===== src/rtl/fib_bcd.sv =====
// -----------------------------------------------------------------------------
// fib_bcd
//
// Converts the Fibonacci engine's binary result to BCD for the display/print
// stage. The value is captured on a start strobe. The shift-add-3 (double
// dabble) algorithm then processes one input bit per clock, so a conversion
// takes W clocks. The start/done handshake matches the engine's, so the
// engine's done rising edge can drive start directly.
//
// Ports
//   clk    in   1              rising-edge clock
//   rst_n  in   1              asynchronous active-low reset
//   start  in   1              conversion request, honoured only while idle
//   bin    in   W              unsigned binary value, captured on accept
//   bcd    out  4*DIGITS       packed BCD result, units digit in [3:0]
//   ndig   out  clog2(DIGITS+1) significant decimal digits (1..DIGITS)
//   valid  out  1              one-cycle pulse when bcd/ndig update
//   done   out  1              high while idle, low while converting
//
// State table
//   state | meaning
//   IDLE  | waiting for start; bcd/ndig hold the last result
//   CONV  | shifting one bit per clock; cnt counts remaining shifts
// -----------------------------------------------------------------------------
module fib_bcd #(
    parameter int W      = 32,
    parameter int DIGITS = 10
) (
    input  logic                         clk,
    input  logic                         rst_n,
    input  logic                         start,
    input  logic [W-1:0]                 bin,
    output logic [4*DIGITS-1:0]          bcd,
    output logic [$clog2(DIGITS+1)-1:0]  ndig,
    output logic                         valid,
    output logic                         done
);

    localparam int CW = $clog2(W + 1);
    localparam int NW = $clog2(DIGITS + 1);
    localparam int BW = 4 * DIGITS;

    typedef enum logic [0:0] {
        IDLE = 1'b0,
        CONV = 1'b1
    } state_t;

    state_t          state;
    logic [CW-1:0]   cnt;
    logic [W-1:0]    sr;
    logic [BW-1:0]   acc;

    logic [BW-1:0]   acc_adj;
    logic [BW-1:0]   acc_shift;
    logic [NW-1:0]   ndig_c;

    // Every digit is corrected in parallel, before the shift. A digit >= 5
    // would become >= 10 after doubling, so adding 3 first makes the carry
    // land in the next digit. Given the DIGITS constraint a digit never
    // exceeds 9 after a shift, so the 4-bit add cannot wrap.
    always_comb begin
        acc_adj = '0;
        for (int d = 0; d < DIGITS; d++) begin
            if (acc[4*d +: 4] >= 4'd5)
                acc_adj[4*d +: 4] = acc[4*d +: 4] + 4'd3;
            else
                acc_adj[4*d +: 4] = acc[4*d +: 4];
        end
    end

    // The MSB of the binary shift register feeds bit 0 of the BCD scratch.
    assign acc_shift = {acc_adj[BW-2:0], sr[W-1]};

    // Count of significant digits in the value about to be committed. The
    // ascending scan keeps the highest nonzero digit. An all-zero result
    // still reports one digit, so the printer always emits "0".
    always_comb begin
        ndig_c = NW'(1);
        for (int d = 0; d < DIGITS; d++) begin
            if (acc_shift[4*d +: 4] != 4'd0)
                ndig_c = NW'(d + 1);
        end
    end

    always_ff @(posedge clk or negedge rst_n) begin
        if (!rst_n) begin
            state <= IDLE;
            cnt   <= '0;
            sr    <= '0;
            acc   <= '0;
            bcd   <= '0;
            ndig  <= '0;
            valid <= 1'b0;
        end else begin
            case (state)
                IDLE: begin
                    valid <= 1'b0;
                    if (start) begin
                        sr    <= bin;
                        acc   <= '0;
                        cnt   <= CW'(W);
                        state <= CONV;
                    end
                end
                CONV: begin
                    acc   <= acc_shift;
                    sr    <= {sr[W-2:0], 1'b0};
                    cnt   <= cnt - CW'(1);
                    valid <= 1'b0;
                    if (cnt == CW'(1)) begin
                        bcd   <= acc_shift;
                        ndig  <= ndig_c;
                        valid <= 1'b1;
                        state <= IDLE;
                    end
                end
                default: begin
                    valid <= 1'b0;
                    state <= IDLE;
                end
            endcase
        end
    end

    // done is decoded from the registered state. It falls on the accepting
    // edge, which lets the engine see the handshake without an extra cycle.
    assign done = (state == IDLE);

endmodule


===== config.mk =====
export PLATFORM = sky130hd
export DESIGN_NAME = fib_bcd
export DESIGN_NICKNAME = d
export VERILOG_FILES = /design/src/rtl/fib_bcd.sv
export SDC_FILE = /design/constraint.sdc
export NUM_CORES = 1
export LEC_CHECK = 0
export ABC_AREA = 1
export CORE_MARGIN = 2
export CORE_UTILIZATION = 25
export CTS_CLUSTER_SIZE = 20
export DETAILED_ROUTE_END_ITERATION = 12
export PLACE_DENSITY = 0.51
export SYNTH_ARGS = -nofsm -noshare
export SYNTH_HDL_FRONTEND = slang
export SYNTH_SLANG_ARGS = --single-unit

===== constraint.sdc =====
create_clock -name clk -period 2.1 [get_ports clk]
set_input_delay 0.21 -clock clk [delete_from_list [all_inputs] [get_ports clk]]
set_output_delay 0.21 -clock clk [all_outputs]
set_load 0.01 [all_outputs]

==> flow_metrics.env <==
export IMPL_holdWs_ns=0.247
export IMPL_synthArstFlopShare_pct=100
export IMPL_maxSlewViolCount=0
export IMPL_finalPower_mw=12.3
export IMPL_power_frac_clock_pct=24.5
export IMPL_layout_common_cells="nand2_1 (174), dfrtp_1 (124), clkdlybuf4s50_1 (79), inv_1 (69), o21ai_0 (57)"
export IMPL_cts_root_buf="clkbuf_16"
export IMPL_max_freq_mhz=514
export IMPL_holdCritPathClass="in2async"
export IMPL_fillers=2463
export IMPL_start_kind="flop"
export IMPL_drt_pass1_iterations=5
export IMPL_max_cap_violations=0
export IMPL_routabilityCongestion=0.749
export IMPL_cts_clk_slew_worst_paths_ns=0.05
export IMPL_use_met1_pct=14.9
export IMPL_p_int_mw=7.64
export IMPL_yosysWarnings=0
export IMPL_yosysUniqueCellTypes=40
export IMPL_final_area_um2=7770
export IMPL_status="finished clean"
export IMPL_crit_arrival_ns=1.74
export IMPL_slew_headroom_pct=66.4
export IMPL_setup_viol=0
export IMPL_dp_cells=1044
export IMPL_clk_latency_ns=0.41
export IMPL_placementRows=56
export IMPL_clock_sinks=124
export IMPL_syn_area_per_cell_um2=8.96
export IMPL_wl_per_cell_um=12.5
export IMPL_grt_use_met3_pct=3.55
export IMPL_top_usage_layer="met2"
export IMPL_post_place_ws_ns=0.127
export IMPL_grt_max_degree=58
export IMPL_switching_power_mw=4.64
export IMPL_reg2reg_slack_ns=0.18
export IMPL_seqPwrFrac_pct=32.9
export IMPL_antennaDiodeCount=0
export IMPL_numCtsBuffers=17
export IMPL_synth_xor_area_share_pct=2.04
export IMPL_core_um2=23300
export IMPL_io_buffers=80
export IMPL_min_period_ns=1.95
export IMPL_seq_area_frac_synth_pct=52.7
export IMPL_grtUsageMet2_pct=18.6
export IMPL_postSynthRegisterBits=124
export IMPL_powerDensity_nw_per_um2=1580
export IMPL_first_global_vias=4621
export IMPL_fin_tns_setup_ns=0
export IMPL_tightestPinTransition_ns=0.504
export IMPL_synth_compound_area_share_pct=15.2
export IMPL_worst_setup_path_end_kind="primary output"
export IMPL_drtIter0Drc=193
export IMPL_grt_pass1_wl_mm=22.7
export IMPL_synthSimpleGateAreaFrac_pct=17.8
export IMPL_max_vdd_ir_drop_v=0.000551
export IMPL_placed_area_um2=7140
export IMPL_synth_fp_nets=714
export IMPL_antenna_found_initial=0
export IMPL_ys_flop_type="dfrtp_1"
export IMPL_synth_area_um2=5880
export IMPL_grt_usage_pct=11.6
export IMPL_timing_final_crit_share_pct=92.7
export IMPL_synthAdderAreaFrac_pct=4.68
export IMPL_syn_to_final_growth_pct=32.1
export IMPL_die_area_um2=24800
export IMPL_drive_gt1_share_pct=11.4
export IMPL_power_frac_comb_pct=42.6
export IMPL_finClkSkew_ns=0.00936
export IMPL_h_tree_depth=4
export IMPL_path_max_fanout=20
export IMPL_initial_core_util_pct=25.3
export IMPL_final_common_cell="nand2_1"
export IMPL_grt_overflow=0
export IMPL_hold_violations=0
export IMPL_drc=0
export IMPL_viasPerCell=4.27
export IMPL_synth_top_family_by_area="simple AND/OR/NAND/NOR gates"
export IMPL_vias=4590
export IMPL_fin_nets=802
export IMPL_rsz0062_at_grt="false"
export IMPL_wl_mm=13.5
export IMPL_pin_count=81
export IMPL_netlist_instances=657
export IMPL_final_util_pct=33.4
export IMPL_fin_ws_ns=0.153
export IMPL_cts_buffer_depth=2
export IMPL_synth_enable_flop_cells=0
export IMPL_synthMuxAreaShare_pct=0.170
export IMPL_dp_hpwl_mm=9.41
export IMPL_die_h_um=157
export IMPL_cp_required_ns=1.89
export IMPL_die_w_um=157
export IMPL_cts_tree="done"
export IMPL_instances_no_fill=1076
export IMPL_p_sw_share_pct=37.8
export IMPL_cellLeakagePower_nw=3.60
export IMPL_crit_type="reg2out"
export IMPL_ant_nets=0
## final timing paths
path	cells after the start	startpoint	to
worst max-delay path	2	state$_DFF_PN0_	done
worst min-delay path	2	rst_n	sr[20]$_DFFE_PN0P_
worst max register to register	12	acc[28]$_DFFE_PN0P_	ndig[3]$_DFFE_PN0P_
worst min register to register	1	cnt[5]$_DFFE_PN0P_	cnt[5]$_DFFE_PN0P_
max in group asynchronous	3	rst_n	acc[26]$_DFFE_PN0P_
min in group clk	3	bin[25]	sr[25]$_DFFE_PN0P_
## registers in the layout, summed over array words and instances, names as in the netlist
signal / cells
valid: 1
state: 1
acc: 40
ndig: 4
sr: 32
cnt: 6
bcd: 40
## area by class of cell
cell class	instances	area (um2)	area share, %
clock buffer	26	539	6.94
clock inverter	5	77.6	0.998
inverter	87	327	4.20
multi-input combinational	419	2370	30.5
sequential	124	3100	39.9
tap	319	399	5.13
timing repair buffer	96	958	12.3
## cell usage after synthesis (10+ instances only)
cell type	count	area share [%]
a22oi_1	15	1.9
clkbuf_1	18	1.1
dfrtp_1	124	53
ha_1	22	4.7
inv_1	71	4.5
inv_2	14	0.89
nand2_1	174	11
nand3_1	17	1.4
nor2_1	13	0.83
o21ai_0	58	4.9
o221ai_1	12	1.8
o22ai_1	39	4.1
xor2_1	10	1.5
## power groups by stage
stage | Sequential (mW) | Clock [mW] | Combinational, mW
finish | 4.04 | 3.00 | 5.23
CTS | 4.05 | 3.09 | 5.31
detailed placement | 4.07 | 0 | 5.29
global placement | 4.08 | 0 | 5.21
global route | 4.18 | 3.20 | 6.02
floorplan | 4.11 | 0 | 3.34
## logic make-up (layout without fill, tap and decap cells)
| logic type | after synthesis | in the layout |
|---|---|---|
| simple gates | 237 | 237 |
| compound gates | 147 | 147 |
| flops | 124 | 124 |
| fa+ha+maj | 22 | 22 |
| mux | 1 | 1 |
| buf+inv | 114 | 214 |
| xor+xnor | 12 | 12 |
## worst max-delay path, cell delays in order, from the launching register on
cell and delay (ns):
dfrtp_1 0.38, inv_2 0.31, clkdlybuf4s50_1 0.64
## routing by layer
metal / part of all wire (%) / routed length [um] / vias to the layer above
met1: 49 / 6530 / 2136
met4: 0.94 / 126 / 0
met3: 4.3 / 572 / 10
li1: - / - / 2363
met5: 0 / 0 / -
met2: 46 / 6220 / 81
## repair_timing
| action | in CTS | in global routing |
|---|---|---|
| hold buffers | 1 | 0 |
| setup endpoints to repair | 0 | 3 |
| endpoints found under the hold margin | 21 | 0 |
| resized for setup | 0 | 3 |
| setup buffers | 0 | 0 |
Power figures use the tool's default switching activity.
